### src/rtl/ch_readout_serializer.sv
// Channel readout serializer: snapshots trigger count and sample counters on
// READOUT entry, then shifts a parity-protected frame out MSB-first on sdo.
module ch_readout_serializer #(
   parameter int CNT_WIDTH  = 12,
   parameter int N_COUNTERS = 5,
   parameter int TRIG_WIDTH = 8
) (
   input  logic                            clk,
   input  logic                            rst,
   input  logic [3:0]                      state,
   input  logic [N_COUNTERS*CNT_WIDTH-1:0] counters,
   input  logic [TRIG_WIDTH-1:0]           trig_count,
   input  logic                            shift_en,
   output logic                            sdo,
   output logic                            busy,
   output logic                            frame_done
);

   localparam int PAYLOAD_LEN = TRIG_WIDTH + N_COUNTERS*CNT_WIDTH;
   localparam int FRAME_LEN   = 4 + PAYLOAD_LEN + 1;
   localparam int BIT_CNT_W   = $clog2(FRAME_LEN + 1);

   localparam logic [3:0]           ST_INIT    = 4'd0;
   localparam logic [3:0]           ST_READOUT = 4'd10;
   localparam logic [3:0]           HEADER     = 4'b1010;
   localparam logic [BIT_CNT_W-1:0] LAST_BIT   = BIT_CNT_W'(FRAME_LEN - 1);

   typedef enum logic [1:0] {
      IDLE  = 2'd0,
      SHIFT = 2'd1,
      HOLD  = 2'd2
   } ser_state_t;

   ser_state_t             r_state;
   ser_state_t             w_next_state;
   logic [3:0]             r_prev_state;
   logic [FRAME_LEN-1:0]   r_frame;
   logic [BIT_CNT_W-1:0]   r_bit_cnt;
   logic                   r_frame_done;

   logic                   w_in_readout;
   logic                   w_load;
   logic                   w_shift;
   logic                   w_last_shift;
   logic [PAYLOAD_LEN-1:0] w_payload;
   logic [FRAME_LEN-1:0]   w_frame;

   // Codes 11..15 and INIT all fall out as "not READOUT", which aborts a frame.
   assign w_in_readout = (state == ST_READOUT);
   assign w_load       = w_in_readout && (r_prev_state != ST_READOUT);
   assign w_shift      = (r_state == SHIFT) && w_in_readout && shift_en;
   assign w_last_shift = w_shift && (r_bit_cnt == LAST_BIT);

   // Trigger count first, then counter 0 .. N-1, each MSB-first.
   always_comb begin
      // NOTE: every combinational output gets a default first so no latch is inferred.
      w_payload = '0;
      w_payload[PAYLOAD_LEN-1 -: TRIG_WIDTH] = trig_count;
      for (int i = 0; i < N_COUNTERS; i++) begin
         w_payload[PAYLOAD_LEN-TRIG_WIDTH-1-i*CNT_WIDTH -: CNT_WIDTH] =
            counters[i*CNT_WIDTH +: CNT_WIDTH];
      end
   end

   assign w_frame = {HEADER, w_payload, ^w_payload};

   // State register
   always_ff @(posedge clk) begin
      // NOTE: sequential state uses non-blocking assignments so all registers update together.
      if (rst) begin
         r_state <= IDLE;
      end else begin
         r_state <= w_next_state;
      end
   end

   // Next-state logic
   always_comb begin
      w_next_state = r_state;
      case (r_state)
         IDLE: begin
            if (w_load) w_next_state = SHIFT;
         end
         SHIFT: begin
            if (!w_in_readout)     w_next_state = IDLE;
            else if (w_last_shift) w_next_state = HOLD;
         end
         HOLD: begin
            if (!w_in_readout) w_next_state = IDLE;
         end
         default: w_next_state = IDLE;
      endcase
   end

   // Output logic
   always_comb begin
      busy       = (r_state == SHIFT);
      sdo        = (r_state == SHIFT) ? r_frame[FRAME_LEN-1] : 1'b0;
      frame_done = r_frame_done;
   end

   always_ff @(posedge clk) begin
      if (rst) begin
         r_prev_state <= ST_INIT;
         r_bit_cnt    <= '0;
         r_frame_done <= 1'b0;
      end else begin
         r_prev_state <= state;
         r_frame_done <= w_last_shift;
         if (w_load || (w_next_state == IDLE)) begin
            r_bit_cnt <= '0;
         end else if (w_shift) begin
            r_bit_cnt <= r_bit_cnt + 1'b1;
         end
      end
   end

   // NOTE: the frame shift register is data-only and left unreset; sdo is gated by the FSM.
   always_ff @(posedge clk) begin
      if (w_load) begin
         r_frame <= w_frame;
      end else if (w_shift) begin
         r_frame <= {r_frame[FRAME_LEN-2:0], 1'b0};
      end
   end

endmodule
### config.mk
export PLATFORM = sky130hd
export DESIGN_NAME = ch_readout_serializer
export DESIGN_NICKNAME = d
export VERILOG_FILES = /design/src/rtl/ch_readout_serializer.sv
export SDC_FILE = /design/constraint.sdc
export NUM_CORES = 1
export LEC_CHECK = 0
export BUFFER_PORTS_ARGS = -buffer_cell sky130_fd_sc_hd__buf_4
export CAP_MARGIN = 0
export CORE_UTILIZATION = 50
export DETAILED_ROUTE_END_ITERATION = 8
export GPL_TIMING_DRIVEN = 0
export MAX_ROUTING_LAYER = met4
export PLACE_DENSITY = 0.76
export SLEW_MARGIN = 10
export SYNTH_ARGS = -nofsm -noshare
export SYNTH_HDL_FRONTEND = slang
export SYNTH_SLANG_ARGS = --single-unit
### constraint.sdc
create_clock -name clk -period 2.8 [get_ports clk]
set_clock_uncertainty 0.1 [all_clocks]
set_input_delay 0.14 -clock clk [delete_from_list [all_inputs] [get_ports clk]]
set_output_delay 0.14 -clock clk [all_outputs]
set_load 0.05 [all_outputs]
==> out/qor.log <==
[placement] count of buffers from port buffering 77
[grt] antenna violations before repair 0
[flow_run] max capacitance violation total 0
[drt] met2 wire length 4.86 mm
[cells_and_area] diode count 0
[drt] top routing layer used met4
[floorplanning] area of the placeable core 8180 um^2
[worst_setup_path] Critical Path Source Type input pin
[worst_setup_path] kind of critical path in -> reg
[worst_setup_path] worst setup slack for register-to-register paths 0.44 ns
[power] total power of the final layout 2880 uW
[cells_and_area] total of fill cells in the finished design 583
[placement] last weighted congestion value of the routability-driven placer 0.781
[sta] setup repair after global routing missed its margin false
[yosys] Yosys warning count 0
[yosys] cell area after synthesis 4210 um^2
[grt] pin count of the biggest net entering global routing 70
[sta] measured slew at the worst slew-check pin 0.586 ns
[status] result of the run complete, no violations
[yosys] number of instances in the synthesized netlist 439
[clock_tree] TritonCTS sink count 87
[floorplanning] I/O Pins 78
[power] Power Dens Cells 491 nW/um^2
[grt] vias in the first global route 3,370
[worst_setup_path] critical path capture point type flop
[floorplanning] overall die height 93.8 um
[placement] half-perimeter wire length after detailed placement 5.80 mm
[grt] wire length of the first global-routing pass 15.2 mm
[clock_tree] clock latency on the worst-skew pair 0.35 ns
[power] maximum vdd ir drop 341 uV
[worst_setup_path] Worst EP required 2.67 ns
[sta] total negative slack 0 ns
[floorplanning] effective utilization at floorplan 51.5%
[drt] average wire per cell in the routed design 13.2 um
[drt] Vias/cell 4.81
[clock_tree] clock-pin transition on the worst setup and hold timing paths 0.08 ns
[sta] Finish-stage setup viols 0
[cells_and_area] fraction of layout instances using a drive strength above 1 15.5%
[sta] count of pins over their slew limit 0
[sta] Rel. slew slack 61.0%
[drt] first drt pass iteration count 4
[yosys] flip-flop and latch count after synthesis 87
[cells_and_area] nets@finish 677
[drt] routed wl met3 417 um
[cells_and_area] top library cells by usage in the layout, fill and taps aside nand2_1, buf_4, dlygate4sd3_1
[drt] Routed met1 length 3.97 mm
[clock_tree] number of buffers inserted by post-CTS setup repair 0
[grt] Remaining Overflow, GRT 0
[drt] antenna viol nets, final 0
[yosys] number of different library cells in the post-synthesis netlist 22
[floorplanning] row count 33
[worst_setup_path] Critical Path AT 2.33 ns
[cells_and_area] Area Growth Syn to Fin 39.2%
[drt] DRC 0
[sta] maximum frequency from static timing analysis 0.406 GHz
[drt] number of vias in the routed layout 3,417
[yosys] top flip-flop cell by instance count after synthesis edfxtp_1
[yosys] sequential area share after synthesis 57.8%
[drt] initial detailed-routing violation count 106
[cells_and_area] most common cell after layout, fill and taps aside nand2_1
[floorplanning] width of the chip 93.8 um
[yosys] nets in the synthesized netlist 516
[power] Static Leak 0.00245 uW
[floorplanning] Total Die Area 8790 um^2
[min_path] class of the most critical hold timing path in -> reg
[sta] Final Hold Vio Count 0
[yosys] number of synthesized flops with an enable pin 69
[clock_tree] Max Root-Sink Buffers 2
[sta] Final min period 2.46 ns
[sta] Tcrit/Tclk final 88.0%
[yosys] ys async rst share 0%
[clock_tree] number of clock buffers inserted by TritonCTS 9
[clock_tree] H-tree levels 3
[clock_tree] clock tree root driver cell clkbuf_8
[worst_setup_path] critical path peak fanout 69
[clock_tree] clock tree from TritonCTS done
[drt] overall routed net length 9.37 mm
[grt] global-route usage over all layers 23.4%
[yosys] synthesized area per cell 9.59 um^2
-- final cells by class --
class | instances | area, um^2 | area share (%)
flip-flops and latches | 87 | 2430 | 41.5
multi-input cells | 332 | 1720 | 29.4
repair buffers | 150 | 1310 | 22.3
clock buffers | 12 | 166 | 2.84
well taps | 105 | 131 | 2.24
plain buffers | 16 | 60.1 | 1.02
clock inverters | 4 | 26.3 | 0.448
inverters | 4 | 15.0 | 0.256
-- synthesized netlist by cell type, drive strengths merged, types with 2 or more instances --
cell type	instances	area (um^2)
a21oi	4	20.0
and2	2	12.5
and3	2	12.5
clkbuf	16	60.1
dfxtp	18	360
edfxtp	69	2070
ha	2	25.0
inv	4	15.0
nand2	217	815
nand3	8	40.0
nand4	2	12.5
nor2	12	45.0
nor2b	6	37.5
xnor2	60	526
xor2	11	96.3
-- where the power goes --
group / switching (uW) / leakage [uW] / internal [uW]
Clock: 448 / 0.000102 / 403
Sequential: 6.74 / 0.000781 / 1410
Combinational: 244 / 0.00157 / 363
-- path summary, 6_finish.rpt --
| check | from | end | cells past startpoint |
|---|---|---|---|
| max | state[0] | r_frame[9] | 7 |
| min | counters[46] | r_frame[23] | 3 |
| max reg2reg | r_prev_state[2] | r_frame[9] | 4 |
| min reg2reg | r_frame[69] | r_frame[69] | 2 |
-- critical path: stages --
cell and delay [ns]:
dlygate4sd3_1 0.53, buf_4 0.11, nor2_1 0.04, and3_1 0.19, nand2_1 0.29, clkbuf_1 0.51
nand2_8 0.46
-- logic make-up (layout without fill, tap and decap cells) --
| logic type | Yosys count | count (layout) | synth area share, % |
|---|---|---|---|
| AOI/OAI and AO/OA | 5 | 5 | 0.683 |
| xor gates and xnor gates | 72 | 72 | 15.3 |
| buffers and inverters | 20 | 186 | 1.78 |
| adders and majority gates | 2 | 2 | 0.594 |
| and+or+nand+nor | 253 | 253 | 23.9 |
| DFF | 87 | 87 | 57.8 |
-- stage by stage --
| stage | area [um^2] | setup WS (ns) | std cells | hold WS (ns) | utilization (%) |
|---|---|---|---|---|---|
| 2_1_floorplan | 4220 | 0.0213 | 439 | 0.112 | - |
| 5_1_grt | 5860 | 0.172 | 710 | 0.00880 | 71.7 |
| 3_5_place_dp | 4930 | 0.279 | 621 | 0.244 | 60.3 |
| 4_1_cts | 5820 | 0.169 | 707 | 0.000675 | 71.2 |
| 6_report | 5860 | 0.336 | 710 | 0.00809 | 71.7 |
| 3_3_place_gp | 4930 | 0.325 | 621 | 0.241 | 60.3 |
-- timing repair --
action,CTS,global route
gates resized for setup,0,1
endpoints found under the hold margin,71,3
endpoints found under the setup margin,0,20
hold buffers,70,3
-- state kept, by name (all words and copies together) (netlist names) --
| signal | flops |
|---|---|
| r_prev_state | 4 |
| frame_done | 1 |
| r_bit_cnt | 7 |
| r_frame | 73 |
| r_state | 2 |
-- routing by layer --
layer / vias to the layer above / track usage (%)
met1: 1583 / 26.6
met5: - / -
met4: 0 / 6.92
met2: 92 / 41.4
met3: 17 / 5.18
li1: 1725 / -
Power figures use the tool's default switching activity.
